$ cat config.mk
export PLATFORM = sky130hd
export DESIGN_NAME = rr_arbiter4_ctl_flat
export DESIGN_NICKNAME = d
export VERILOG_FILES = /design/src/rtl/rr_arbiter4_ctl_if.sv /design/src/rtl/rr_arbiter4_ctl.sv /design/src/flat_wrapper.sv
export SDC_FILE = /design/constraint.sdc
export NUM_CORES = 1
export LEC_CHECK = 0
export CAP_MARGIN = 20
export CORE_MARGIN = 4
export CORE_UTILIZATION = 45
export DETAILED_ROUTE_END_ITERATION = 7
export PLACE_DENSITY = 0.68
export SLEW_MARGIN = 20
export SYNTH_ARGS = -nofsm -noshare
export SYNTH_HDL_FRONTEND = slang
export SYNTH_SLANG_ARGS = --single-unit
$ cat constraint.sdc
create_clock -name CLK -period 3 [get_ports CLK]
set_input_delay 0.75 -clock CLK [delete_from_list [all_inputs] [get_ports CLK]]
set_output_delay 0.75 -clock CLK [all_outputs]
set_load 0.05 [all_outputs]
$ cat src/rtl/rr_arbiter4_ctl_if.sv
// Request/grant bundle between the requesters and the round-robin arbiter.
interface rr_arbiter4_ctl_if;
    logic       EN;
    logic [3:0] REQ;
    logic [3:0] GNT;
    logic [1:0] GNT_IDX;
    logic       GNT_VALID;

    modport master (output EN, REQ, input GNT, GNT_IDX, GNT_VALID);
    modport slave  (input EN, REQ, output GNT, GNT_IDX, GNT_VALID);
endinterface

$ cat src/rtl/rr_arbiter4_ctl.sv
// Four-way round-robin arbiter with grant hold, hold-time limit and optional
// idle gap between grants; GNT/GNT_IDX/GNT_VALID all come straight from flops.
module rr_arbiter4_ctl #(
    parameter int unsigned MAX_HOLD = 8,
    parameter bit          GAP_EN   = 1'b0
) (
    input logic              CLK,
    input logic              RESETN,
    rr_arbiter4_ctl_if.slave bus
);
    localparam int unsigned   HW       = (MAX_HOLD == 0) ? 1 : $clog2(MAX_HOLD + 1);
    localparam logic [HW-1:0] HOLD_MAX = HW'(MAX_HOLD);

    typedef enum logic [1:0] {
        IDLE = 2'd0,
        BUSY = 2'd1,
        GAP  = 2'd2
    } state_t;

    state_t        state_q, state_d;
    logic [1:0]    ptr_q, ptr_d;
    logic [1:0]    idx_q, idx_d;
    logic [3:0]    gnt_q, gnt_d;
    logic          valid_q, valid_d;
    logic [HW-1:0] hold_q, hold_d;

    logic [3:0]    others;
    logic          timeout;
    logic          rel;
    logic [1:0]    ptr_nx;

    function automatic logic [3:0] onehot(input logic [1:0] idx);
        onehot = 4'b0001 << idx;
    endfunction

    // Scan from ptr+3 down to ptr so the last hit is the highest-priority one.
    function automatic logic [1:0] pick(input logic [3:0] req, input logic [1:0] ptr);
        logic [1:0] cand;
        pick = '0;
        for (int unsigned k = 4; k > 0; k--) begin
            cand = ptr + 2'(k - 1);
            if (req[cand]) pick = cand;
        end
    endfunction

    always_comb begin
        state_d = state_q;
        ptr_d   = ptr_q;
        idx_d   = idx_q;
        gnt_d   = gnt_q;
        valid_d = valid_q;
        hold_d  = hold_q;

        others  = bus.REQ & ~onehot(idx_q);
        timeout = (MAX_HOLD != 0) && (hold_q == HOLD_MAX) && (|others);
        rel     = !bus.REQ[idx_q] || timeout;
        ptr_nx  = idx_q + 2'd1;

        case (state_q)
            BUSY: begin
                if (!rel) begin
                    if ((MAX_HOLD != 0) && (hold_q != HOLD_MAX)) hold_d = hold_q + 1'b1;
                end else begin
                    ptr_d = ptr_nx;
                    if (!GAP_EN && bus.EN && (|bus.REQ)) begin
                        idx_d   = pick(bus.REQ, ptr_nx);
                        gnt_d   = onehot(idx_d);
                        valid_d = 1'b1;
                        hold_d  = HW'(1);
                    end else begin
                        idx_d   = '0;
                        gnt_d   = '0;
                        valid_d = 1'b0;
                        hold_d  = '0;
                        state_d = GAP_EN ? GAP : IDLE;
                    end
                end
            end
            default: begin
                // GAP has already spent its one idle cycle, so it arbitrates like IDLE.
                if (bus.EN && (|bus.REQ)) begin
                    idx_d   = pick(bus.REQ, ptr_q);
                    gnt_d   = onehot(idx_d);
                    valid_d = 1'b1;
                    hold_d  = HW'(1);
                    state_d = BUSY;
                end else begin
                    idx_d   = '0;
                    gnt_d   = '0;
                    valid_d = 1'b0;
                    hold_d  = '0;
                    state_d = IDLE;
                end
            end
        endcase
    end

    always_ff @(posedge CLK or negedge RESETN) begin
        if (!RESETN) begin
            state_q <= IDLE;
            ptr_q   <= '0;
            idx_q   <= '0;
            gnt_q   <= '0;
            valid_q <= 1'b0;
            hold_q  <= '0;
        end else begin
            state_q <= state_d;
            ptr_q   <= ptr_d;
            idx_q   <= idx_d;
            gnt_q   <= gnt_d;
            valid_q <= valid_d;
            hold_q  <= hold_d;
        end
    end

    assign bus.GNT       = gnt_q;
    assign bus.GNT_IDX   = idx_q;
    assign bus.GNT_VALID = valid_q;
endmodule
$ cat src/flat_wrapper.sv
// flat-port wrapper written by rule: the top's interface ports become plain ports
module rr_arbiter4_ctl_flat 
#(
    parameter int unsigned MAX_HOLD = 8,
    parameter bit          GAP_EN   = 1'b0
)
  (CLK, RESETN, bus_EN, bus_REQ, bus_GNT, bus_GNT_IDX, bus_GNT_VALID);
  rr_arbiter4_ctl_if bus_i ();
  input logic CLK;
  input logic RESETN;
  input wire logic [$bits(bus_i.EN)-1:0] bus_EN;
  input wire logic [$bits(bus_i.REQ)-1:0] bus_REQ;
  output wire logic [$bits(bus_i.GNT)-1:0] bus_GNT;
  output wire logic [$bits(bus_i.GNT_IDX)-1:0] bus_GNT_IDX;
  output wire logic [$bits(bus_i.GNT_VALID)-1:0] bus_GNT_VALID;
  assign bus_i.EN = bus_EN;
  assign bus_i.REQ = bus_REQ;
  assign bus_GNT = bus_i.GNT;
  assign bus_GNT_IDX = bus_i.GNT_IDX;
  assign bus_GNT_VALID = bus_i.GNT_VALID;
  rr_arbiter4_ctl #(.MAX_HOLD(MAX_HOLD), .GAP_EN(GAP_EN)) u_core (.CLK(CLK), .RESETN(RESETN), .bus(bus_i));
endmodule
### After elaboration in Yosys (flattened, before gate mapping)

Cells that the tools add are included.
Widths: inputs -> output; s select.

* logic and storage cells: 92
* register bits after elaboration: 15

* order comparisons: 9
* equality and inequality tests: 6
* bitwise gates (word level): 2
* mux-type cells: 50
* reductions and logical operators: 8
* shift-type cells: 3
* $add $sub $neg: 8

Operators with widths (count)
* $mux 2: 20
* $mux 4: 7
* $lt 2x3->1 const B: 9
* $bmux 1 s2: 9
* $mux 1: 14
* $shl 1x2->4 const A: 3
* $add 2x2->2 const B: 4
* $reduce_or 4->1: 2
* $add 2x1->2 const B: 3
* $add 4x1->4 const B: 1
* $and 4x4->4: 1
* $eq 4x4->1 const B: 1
* $ne 4x4->1 const B: 1
* $not 4->4: 1
* $reduce_and 2->1: 2
* $ne 3x1->1 const B: 1
* $eq 2x1->1 const B: 1
* $logic_and 1x1->1: 2
* $ne 2x1->1 const B: 1
* $ne 2x2->1 const B: 1
* $logic_not 1->1: 1
* $logic_or 1x1->1: 1

### Longest topological paths before layout

Gate-level depths: netlist (run 1).

* depth in word-level cells: 15
* depth in mapped cells: 8
* gate-level depth less buffers: 7

### Worst setup path before layout (run 1)

OpenSTA, ideal clock, no wires.

* path type: register -> register
* start: register u_core.idx_q[0] (netlist: u_core.bus.GNT_IDX[0])
* end: register u_core.gnt_q[2] (netlist: u_core.bus.GNT[2])
* path buffers: 0
* setup time: 0.119 ns
* arrival: 2.069 ns
* cell stages (with the launch flop): 8
* slack: 0.812 ns
* period minus slack after synthesis: 2.188 ns
* cell sequence: dfrtp_1 > inv_1 > ha_1 > nor2b_1 > o21ai_0 > and3b_1 > o221ai_1 > o21a_1

* word-level cells in the longest chain between the ends: 15
* elaborated cells between the ends (all ways): 33
* classes of those cells: 4 x add/sub; 1 x eq/ne; 2 x shift; 20 x mux; 2 x bitwise; 4 x reduce/logical

Ends and longest elaborated chain
* start: declaration: line rr_arbiter4_ctl.sv:22 `logic [1:0] idx_q, idx_d;`
* start signal: assignment: line rr_arbiter4_ctl.sv:109 `idx_q <= idx_d;`
* $add 2x1->2 (*): line rr_arbiter4_ctl.sv:57 `ptr_nx = idx_q + 2'd1;`
* named net u_core.ptr_nx[0]: line rr_arbiter4_ctl.sv:30 `logic [1:0] ptr_nx;`
* $add 2x2->2: line rr_arbiter4_ctl.sv:41 `cand = ptr + 2'(k - 1);`
* $bmux 1 s2: line rr_arbiter4_ctl.sv:42 `if (req[cand]) pick = cand;`
* $mux 1 (implied by the code): line rr_arbiter4_ctl.sv:42
* $mux 2 (3 in a row): line rr_arbiter4_ctl.sv:42
* $mux 2 (*): line rr_arbiter4_ctl.sv:42
* $mux 2 (*): line rr_arbiter4_ctl.sv:65 `if (!GAP_EN && bus.EN && (|bus.REQ)) begin`
* $mux 2 (*): line rr_arbiter4_ctl.sv:61 `if (!rel) begin`
* $mux 2 (*): line rr_arbiter4_ctl.sv:59 `case (state_q)`
* $shl 1x2->4 (*): line rr_arbiter4_ctl.sv:33 `onehot = 4'b0001 << idx;`
* $mux 4 (*): line rr_arbiter4_ctl.sv:65
* $mux 4 (*): line rr_arbiter4_ctl.sv:61
* $mux 4 (*): line rr_arbiter4_ctl.sv:59
* end signal: assignment: line rr_arbiter4_ctl.sv:110 `gnt_q <= gnt_d;`
* end: declaration: line rr_arbiter4_ctl.sv:23 `logic [3:0] gnt_q, gnt_d;`

The timed path passes the listed nets; every way through them passes the cells marked *. The select of a mux whose other input is x is not followed.
A chain may end at the register's enable or synchronous reset.

### Worst setup path in the final report (run 1)

* start: input port bus_REQ[0]
* end: register u_core.gnt_q[1] (netlist: u_core.bus.GNT[1])

* word-level cells in the longest chain between the ends: 13
* elaborated cells between the ends (all ways): 45
* classes of those cells: 1 x eq/ne; 2 x shift; 35 x mux; 1 x bitwise; 6 x reduce/logical

Ends and longest elaborated chain
* start: declaration: line flat_wrapper.sv:12 `input wire logic [$bits(bus_i.REQ)-1:0] bus_REQ;`
* $bmux 1 s2: line rr_arbiter4_ctl.sv:42
* $mux 1 (implied by the code): line rr_arbiter4_ctl.sv:42
* $mux 2 (4 in a row): line rr_arbiter4_ctl.sv:42
* $mux 2: line rr_arbiter4_ctl.sv:65
* $mux 2: line rr_arbiter4_ctl.sv:61
* $mux 2: line rr_arbiter4_ctl.sv:59
* $shl 1x2->4: line rr_arbiter4_ctl.sv:33
* $mux 4: line rr_arbiter4_ctl.sv:65
* $mux 4: line rr_arbiter4_ctl.sv:61
* $mux 4: line rr_arbiter4_ctl.sv:59

Parallel ways exist; a longest one is shown, timed or not. The select of a mux whose other input is x is not followed.

==> flow_summary.yaml, run 1 <==
pwr:
  power.density_nw_per_um2: 990
  report.power.total_mw: 1.15
  p_leak_nw: 0.497
  ir_drop_v: 0.000555
synthesis:
  synth_top_cell_area_share: 0.356
  post_synth_main_area_contributors: "sky130_fd_sc_hd__dfrtp_1, sky130_fd_sc_hd__ha_1, sky130_fd_sc_hd__o221ai_1, sky130_fd_sc_hd__buf_6, sky130_fd_sc_hd__nand2b_1"
  synth_area_leader: "sky130_fd_sc_hd__dfrtp_1"
  synth_seq_cells: 14
  postSynth.asyncResetShare: 1.00
  synth-main-ff-cell: "sky130_fd_sc_hd__dfrtp_1"
  syn-instance-count: 104
  synth-edff-count: 0
  mappedNetlistNets: 117
  synthMostInstantiatedCell: "sky130_fd_sc_hd__dfrtp_1"
  ys_types: 36
  synth_area_per_cell_um2: 9.46
  synth.yosys.seq_area_share: 0.356
  ys_warns: 0
  post_synthesis_instance_area_um2: 983
  synth_common_cells: "sky130_fd_sc_hd__dfrtp_1, sky130_fd_sc_hd__nor2_1, sky130_fd_sc_hd__inv_1, sky130_fd_sc_hd__nand2_1, sky130_fd_sc_hd__ha_1"
die:
  start_util: 0.486
  core_region_area_um2: 2020
  placement_rows: 16
  die_y_um: 54.8
  die_area_um2: 3000
  design.portCount: 14
  chipWidth_um: 54.8
detailed_routing:
  wl_met1_um: 864
  route.detailed.wl_per_inst_um: 13.7
  wl_met3_um: 92
  top_layer_used: "met4"
  final_antenna_net_count: 0
  viasPerCell: 5.86
  drt-initial-drc-count: 19
  met2_length_um: 1010
  drc: 0
  route.final.wire_length_um: 1990
  drt_pass1_iterations: 4
  vias: 849
cts:
  post_cts_resized: 0
  clock-sinks: 14
  cts-buffers-inserted: 3
  clk-insertion-delay-late_ps: 280
  cts_max_level: 1
  tritoncts_clock_tree: "built"
  cts_setup_buffers: 0
  cts.root.buffer_cell: "sky130_fd_sc_hd__clkbuf_4"
  clk_path_buf_depth: 2
  cts.reportedPaths.clkPinSlew_ps: 80
  cts_hold_buffers: 0
placement:
  dpl.hpwl_um: 1530
  port_buffers: 13
  gp_routability_congestion: 0.841
  detailedPlace.worstSlack_ps: 281
sta:
  finalSetupTns_ps: 0
  max_slew_margin: 0.588
  finClkSkew_ps: 2.89
  grt_setup_unrepaired: "no"
  setup_viol: 0
  postLayoutSetupSlackWorst_ps: 574
  period_minus_slack_ps: 2430
  timing.final.crit_share: 0.809
  finalHoldViolCount: 0
  hold_slack_ps: 499
  worstMarginPinSlew_ps: 616
  achievable-frequency_ghz: 0.412
  slew_violations: 0
setup_path:
  critPathCaptureType: "flop"
  worst_ep_arrival_time_ps: 2600
  critical_path.max_fanout: 18
  cp-start-kind: "input pin"
  critical-path-slowest-cell: "sky130_fd_sc_hd__clkdlybuf4s50_1"
  worst_path_largest_cell_delay_ps: 550
  worst_ep_required_time_ps: 3170
  worstPathCellList: "clkdlybuf4s50_1, or2b_1, a41oi_1, a2111o_1, o221ai_1, o21a_1"
  critPathTopFamily: "compound AO/OA/AOI/OAI gates"
  crit_type: "in2reg"
  crit_buf_inv: 1
layout:
  layout.nets: 132
  antenna_cells_inserted: 0
  post_route_cells_drive_above_1_share: 0.0932
  post_route_core_utilization: 0.572
  seq_area_um2: 350
  fillers: 185
  multi_input_area_um2: 558
  area.growth.synth_to_final_pct: 17.7
grt:
  grt_first_pass_wirelength_um: 3370
  antenna_violations_before_repair: 0
  grt.overflow.total: 0
  grt_max_degree: 19
  global_route.usage.total: 0.154
  grt_pass1_vias: 787
outcome:
  status: "completed"
flow_run:
  max_cap_viol_count: 0
hold_path:
  hold_crit_class: "reg2reg"
-- registers in the layout, summed over array words and instances, names as in the netlist --
| name | cells |
|---|---|
| u_core.ptr_q | 2 |
| u_core.bus.GNT | 4 |
| u_core.bus.GNT_VALID | 1 |
| u_core.hold_q | 4 |
| u_core.state_q | 1 |
| u_core.bus.GNT_IDX | 2 |
-- per-layer routing --
metal  vias up  track usage
li1        411            -
met1       412        0.193
met2        22        0.256
met3         4       0.0436
met4         0       0.0456
met5         -            0
-- cell families (layout without fill, tap and decap cells) --
kind of cell | after synthesis | after routing | share of synthesized area
AO/OA/AOI/OAI | 30 | 30 | 0.230
XOR/XNOR | 3 | 3 | 0.0267
adder cells (fa/ha/maj) | 6 | 6 | 0.0763
buffers and inverters | 13 | 27 | 0.0763
flip-flops | 14 | 14 | 0.356
multiplexers | 4 | 4 | 0.0433
AND/OR/NAND/NOR | 34 | 34 | 0.191
-- through the flow --
stage / instance area, um^2 / std cells
6_report: 1160 / 145
5_1_grt: 1160 / 145
4_1_cts: 1160 / 145
3_5_place_dp: 1120 / 141
3_3_place_gp: 1120 / 141
2_1_floorplan: 983 / 104
-- power by group --
part / leakage [nW] / internal, mW / total (mW) / switching, mW
logic: 0.301 / 0.274 / 0.672 / 0.397
registers: 0.174 / 0.266 / 0.343 / 0.0771
clock network: 0.0210 / 0.0738 / 0.132 / 0.0579
-- worst paths after layout --
check                                       from                end  slack, ps  cells after the start
hold / removal                 u_core.bus.GNT[2]  u_core.bus.GNT[2]        500                      1
max in group asynchronous                 RESETN    u_core.ptr_q[1]       1750                      1
hold reg to reg                u_core.bus.GNT[2]  u_core.bus.GNT[2]        500                      1
min in group asynchronous                 RESETN   u_core.hold_q[1]        850                      1
setup / recovery                      bus_REQ[0]  u_core.bus.GNT[1]        570                      6
setup reg to reg           u_core.bus.GNT_IDX[0]  u_core.bus.GNT[1]        700                      7
-- cell type report --
class	count	area share
Clock buffer	4	0.0314
Tap cell	27	0.0292
Sequential cell	14	0.303
Inverter	7	0.0227
Timing Repair Buffer	16	0.132
Multi-Input combinational cell	77	0.482
-- layout by cell type (no fill, tap or decap) --
master / n
sky130_fd_sc_hd__o41a_1: 1
sky130_fd_sc_hd__nand2_1: 7
sky130_fd_sc_hd__a31oi_1: 1
sky130_fd_sc_hd__nand4b_1: 3
sky130_fd_sc_hd__a221oi_1: 2
sky130_fd_sc_hd__mux2i_1: 2
sky130_fd_sc_hd__nand3_1: 3
sky130_fd_sc_hd__or2b_1: 1
sky130_fd_sc_hd__nand2b_1: 5
sky130_fd_sc_hd__buf_4: 3
sky130_fd_sc_hd__clkbuf_4: 3
sky130_fd_sc_hd__a211o_1: 1
sky130_fd_sc_hd__a221o_1: 1
sky130_fd_sc_hd__dfrtp_1: 14
sky130_fd_sc_hd__inv_1: 7
sky130_fd_sc_hd__clkdlybuf4s50_1: 13
sky130_fd_sc_hd__and3b_1: 1
sky130_fd_sc_hd__o22ai_1: 1
sky130_fd_sc_hd__xor2_1: 2
sky130_fd_sc_hd__and2b_1: 1
sky130_fd_sc_hd__a211oi_1: 1
sky130_fd_sc_hd__a21oi_1: 4
sky130_fd_sc_hd__a31o_2: 2
sky130_fd_sc_hd__nor2_1: 8
sky130_fd_sc_hd__nor2b_1: 2
sky130_fd_sc_hd__nand3b_1: 3
sky130_fd_sc_hd__o41ai_1: 1
sky130_fd_sc_hd__ha_1: 6
sky130_fd_sc_hd__o21ai_0: 3
sky130_fd_sc_hd__xnor2_1: 1
sky130_fd_sc_hd__o221ai_1: 4
sky130_fd_sc_hd__a41oi_1: 1
sky130_fd_sc_hd__o21ai_1: 1
sky130_fd_sc_hd__a2111o_1: 1
sky130_fd_sc_hd__clkbuf_8: 1
sky130_fd_sc_hd__mux2_2: 2
sky130_fd_sc_hd__o21a_1: 4
sky130_fd_sc_hd__o21bai_1: 1
Power figures use the tool's default switching activity.
==> inputs of run 2 (changes only) <==
==> constraint.sdc (replaced) <==
create_clock -name CLK -period 2.4 [get_ports CLK]
set_input_delay 0.6 -clock CLK [delete_from_list [all_inputs] [get_ports CLK]]
set_output_delay 0.6 -clock CLK [all_outputs]
set_load 0.05 [all_outputs]
==> run 2 against run 1 <==
Total power up 27%; highest routed layer unchanged; largest cell class unchanged; critical endpoint is now bus_GNT_IDX[0]; first-iteration DRC count decreased by 11%; design area increased by 1.9%.
==> flow_summary.yaml, run 2 (synthesis results as in run 1) <==
cts:
  cts.root.buffer_cell: "sky130_fd_sc_hd__clkbuf_4"
  cts.reportedPaths.clkPinSlew_ps: 80
  post_cts_resized: 0
  cts_hold_buffers: 0
  cts-buffers-inserted: 3
  cts_setup_buffers: 0
  tritoncts_clock_tree: "built"
  clk-insertion-delay-late_ps: 270
  clk_path_buf_depth: 2
  clock-sinks: 14
  cts_max_level: 1
pwr:
  p_seq_frac: 0.294
  p_comb_frac: 0.594
  ir_drop_v: 0.000741
  p_leak_nw: 0.511
  power_switching_share: 0.461
  power.density_nw_per_um2: 1230
  internal_power_uw: 785
  clkPwrFrac: 0.112
  netSwitchingPower_uw: 671
grt:
  grt_max_degree: 15
  grt.overflow.total: 0
  global_route.usage.total: 0.168
  grt_pass1_vias: 804
  grt_first_pass_wirelength_um: 3680
  antenna_violations_before_repair: 0
layout:
  post_route_cells_drive_above_1_share: 0.116
  layout_commonest_cell: "sky130_fd_sc_hd__dfrtp_1"
  layout.nets: 135
  antenna_cells_inserted: 0
  final_cell_count_no_fill: 148
  layout.cells.most_common_list: "sky130_fd_sc_hd__dfrtp_1, sky130_fd_sc_hd__clkdlybuf4s50_1, sky130_fd_sc_hd__nor2_1, sky130_fd_sc_hd__inv_1, sky130_fd_sc_hd__nand2_1"
  area.growth.synth_to_final_pct: 20.0
sta:
  slew_violations: 0
  period_minus_slack_ps: 2260
  setup_viol: 0
  finalHoldViolCount: 0
  finalSetupTns_ps: 0
  worstMarginPinSlew_ps: 595
  max_slew_margin: 0.602
  grt_setup_unrepaired: "no"
  achievable-frequency_ghz: 0.442
  timing.final.crit_share: 0.942
  finClkSkew_ps: 1.50
setup_path:
  worst_ep_required_time_ps: 1800
  critPathTopFamily: "buffers and inverters"
  crit_buf_inv: 1
  critPathCaptureType: "primary output"
  critical_path.max_fanout: 10
  critical-path-slowest-cell: "sky130_fd_sc_hd__clkdlybuf4s50_1"
  worstPathCellList: "clkdlybuf4s50_1"
  cp-start-kind: "flop"
  crit_type: "reg2out"
  worst_path_largest_cell_delay_ps: 870
  worst_ep_arrival_time_ps: 1660
placement:
  dpl.hpwl_um: 1620
  numPlacedInstances: 144
  port_buffers: 13
  gp_routability_congestion: 0.774
die:
  die_area_um2: 3000
  design.portCount: 14
  core_region_area_um2: 2020
  start_util: 0.486
  die_y_um: 54.8
  placement_rows: 16
  chipWidth_um: 54.8
flow_run:
  max_cap_viol_count: 0
detailed_routing:
  final_antenna_net_count: 0
  drt_pass1_iterations: 4
  drc: 0
  route.detailed.wl_per_inst_um: 13.9
  viasPerCell: 5.68
  drt-initial-drc-count: 17
  vias: 841
  route.final.wire_length_um: 2060
outcome:
  status: "completed"
hold_path:
  hold_crit_class: "reg2reg"
run 2: cell types whose count changed in the layout (fill, tap and decap cells not counted), sizes merged:
| cell | previous run | this run |
|---|---|---|
| buf | 3 | 6 |
run 2: final timing paths:
check | startpoint | endpoint | cells past startpoint | slack, ps
worst max register to register | u_core.bus.GNT_IDX[0] | u_core.bus.GNT[3] | 7 | 230
worst min register to register | u_core.bus.GNT[0] | u_core.bus.GNT[0] | 1 | 510
worst max-delay path | u_core.bus.GNT_IDX[0] | bus_GNT_IDX[0] | 1 | 140
worst min-delay path | u_core.bus.GNT[0] | u_core.bus.GNT[0] | 1 | 510
min in group asynchronous | RESETN | u_core.bus.GNT_IDX[0] | 1 | 700
max in group asynchronous | RESETN | u_core.hold_q[2] | 1 | 1320
run 2: power by group through the flow:
stage	sequential [mW]	combinational, mW	clock, mW
finish	0.428	0.865	0.163
global route	0.454	0.953	0.182
CTS	0.430	0.871	0.170
detailed placement	0.433	0.867	0
global placement	0.432	0.856	0
floorplan	0.599	0.482	0
run 2: layout make-up:
class,instances,area (um^2)
Inverter,7,26.3
Fill cell,190,842
Tap cell,27,33.8
Multi-Input combinational cell,77,558
Sequential cell,14,350
Clock buffer,4,36.3
Timing Repair Buffer,19,175
run 2: stage by stage:
stage / power, mW / util / setup WS [ps] / instance area (um^2) / hold WS, ps
final: 1.46 / 0.584 / 139 / 1180 / 507
after floorplan: 1.08 / - / 212 / 983 / 304
after detailed placement: 1.30 / 0.566 / 34.7 / 1140 / 488
after global placement: 1.29 / 0.566 / 84.7 / 1140 / 475
after global routing: 1.59 / 0.584 / 47.9 / 1180 / 532
after CTS: 1.47 / 0.584 / 121 / 1180 / 510
run 2: layer usage:
metal  routed length, um  global-route usage  vias to the layer above
met3                  89              0.0436                        2
met1                 982               0.231                      402
met4                  19              0.0373                        0
li1                    -                   -                      415
met2                 971               0.264                       22
met5                   0                   0                        -
==> inputs of run 3 (changes only) <==
==> constraint.sdc (replaced) <==
create_clock -name CLK -period 2.4 [get_ports CLK]
set_input_delay 0.48 -clock CLK [delete_from_list [all_inputs] [get_ports CLK]]
set_output_delay 0.48 -clock CLK [all_outputs]
set_load 0.05 [all_outputs]
==> run 3 against run 2 <==
Clock skew grew 4.6 ps; combinational power grew 2.5%; routed wire length increased by 3.4%; sequential power decreased by 3%; maximum frequency is 5.1% higher; largest cell class unchanged; non-clock buffer count unchanged; flip-flop and latch count unchanged; hold slack lost 11 ps; clock-buffer cell count is 1 lower; critical path depth is the same.
==> flow_summary.yaml, run 3 (synthesis results as in run 1) <==
detailed_routing:
  final_antenna_net_count: 0
  route.detailed.wl_per_inst_um: 14.5
  drt-initial-drc-count: 19
  vias: 849
  viasPerCell: 5.78
  drc: 0
  route.final.wire_length_um: 2140
  drt_pass1_iterations: 6
sta:
  grt_setup_unrepaired: "no"
  timing.final.crit_share: 0.896
  slew_violations: 0
  finClkSkew_ps: 6.15
  finalSetupTns_ps: 0
  achievable-frequency_ghz: 0.465
  max_slew_margin: 0.579
  setup_viol: 0
  period_minus_slack_ps: 2150
  finalHoldViolCount: 0
  hold_slack_ps: 496
  worstMarginPinSlew_ps: 630
die:
  design.portCount: 14
  die_area_um2: 3000
  die_y_um: 54.8
  chipWidth_um: 54.8
  core_region_area_um2: 2020
  placement_rows: 16
  start_util: 0.486
setup_path:
  crit_buf_inv: 1
  ff2ff_path_depth: 7
  worst_path_largest_cell_delay_ps: 870
  critPathCaptureType: "primary output"
  ff_to_ff_setup_slack_ps: 370
  worst_ep_arrival_time_ps: 1670
  critical_path.max_fanout: 8
  worst_ep_required_time_ps: 1920
  critical-path-slowest-cell: "sky130_fd_sc_hd__clkdlybuf4s50_1"
  worstPathCellList: "clkdlybuf4s50_1"
  worst_r2r_startpoint: "u_core.bus.GNT_IDX[1]"
  cp-start-kind: "flop"
  crit_type: "reg2out"
  reg2reg_to: "u_core.bus.GNT[0]"
  critPathTopFamily: "buffers and inverters"
pwr:
  power.density_nw_per_um2: 1230
  ir_drop_v: 0.000876
  p_leak_nw: 0.504
grt:
  grt_first_pass_wirelength_um: 3710
  grt_max_degree: 15
  antenna_violations_before_repair: 0
  grt.overflow.total: 0
  global_route.usage.total: 0.172
  grt_pass1_vias: 837
layout:
  layout.cells.most_common_list: "sky130_fd_sc_hd__dfrtp_1, sky130_fd_sc_hd__clkdlybuf4s50_1, sky130_fd_sc_hd__nor2_1, sky130_fd_sc_hd__inv_1, sky130_fd_sc_hd__nand2_1"
  area.growth.synth_to_final_pct: 18.6
  layout.nets: 135
  antenna_cells_inserted: 0
  fillers: 187
  final_cell_count_no_fill: 147
  layout_commonest_cell: "sky130_fd_sc_hd__dfrtp_1"
  post_route_cells_drive_above_1_share: 0.108
hold_path:
  hold_crit_class: "reg2reg"
  min_delay_path_depth: 1
  timing.hold.worst_endpoint: "u_core.bus.GNT[0]"
  min_from: "u_core.bus.GNT[0]"
cts:
  cts.root.buffer_cell: "sky130_fd_sc_hd__clkbuf_4"
  clk_path_buf_depth: 2
  clk-insertion-delay-late_ps: 270
  cts_hold_buffers: 0
  tritoncts_clock_tree: "built"
  cts_max_level: 1
  cts.reportedPaths.clkPinSlew_ps: 80
  cts-buffers-inserted: 3
  cts_setup_buffers: 0
  clock-sinks: 14
  post_cts_resized: 0
outcome:
  status: "completed"
placement:
  port_buffers: 13
  numPlacedInstances: 144
  gp_routability_congestion: 0.951
  dpl.hpwl_um: 1680
flow_run:
  max_cap_viol_count: 0
==> run 3: cell types whose count changed in the layout (fill, tap and decap cells not counted), sizes merged <==
| cell | before | now |
|---|---|---|
| clkbuf | 4 | 3 |
==> run 3: worst max-delay path by stage <==
stage	from	endpoint	slack [ps]	depth (start not counted)
6_report	u_core.bus.GNT_IDX[1]	bus_GNT_IDX[1]	250	1
5_1_grt	u_core.bus.GNT_IDX[1]	u_core.bus.GNT[0]	190	7
4_1_cts	u_core.bus.GNT_IDX[1]	bus_GNT_IDX[1]	250	1
3_5_place_dp	bus_REQ[0]	u_core.bus.GNT[0]	190	6
3_3_place_gp	bus_REQ[0]	u_core.bus.GNT[0]	180	6
2_1_floorplan	u_core.bus.GNT_IDX[0]	u_core.bus.GNT[2]	210	7
==> run 3: layer usage <==
layer / vias up / part of all wire / track usage
met5: - / 0 / 0
met4: 0 / 0.020 / 0.0498
met3: 6 / 0.031 / 0.0436
met2: 19 / 0.47 / 0.280
met1: 408 / 0.47 / 0.222
li1: 416 / - / -
==> run 3: worst reg2reg max path, cell delays in order (launching register included) <==
cell and delay (ps):
sky130_fd_sc_hd__dfrtp_1 520, sky130_fd_sc_hd__inv_1 110, sky130_fd_sc_hd__ha_1 370, sky130_fd_sc_hd__nor2b_1 180, sky130_fd_sc_hd__o21ai_0 210, sky130_fd_sc_hd__and3b_1 240, sky130_fd_sc_hd__o221ai_1 150, sky130_fd_sc_hd__o21a_1 140
==> run 3: metrics by stage <==
stage	power (mW)	setup slack [ps]	instance area [um^2]	util
after floorplan	1.08	212	983	-
after global placement	1.29	185	1140	0.566
after detailed placement	1.31	189	1140	0.566
after CTS	1.44	253	1170	0.577
after global routing	1.55	194	1170	0.577
final	1.43	250	1170	0.577
==> run 3: report_power, final <==
part / switching [mW] / internal [mW] / leakage, nW
Clock: 0.0680 / 0.0581 / 0.0138
Sequential: 0.0843 / 0.332 / 0.174
Combinational: 0.523 / 0.364 / 0.316
Total: 0.675 / 0.754 / 0.504
==> run 3: area by class of cell <==
type / instances / area [um^2] / share of cell area
Multi-Input combinational cell: 77 / 558 / 0.479
Sequential cell: 14 / 350 / 0.300
Timing Repair Buffer: 19 / 175 / 0.150
Tap cell: 27 / 33.8 / 0.0290
Inverter: 7 / 26.3 / 0.0225
Clock buffer: 3 / 22.5 / 0.0193
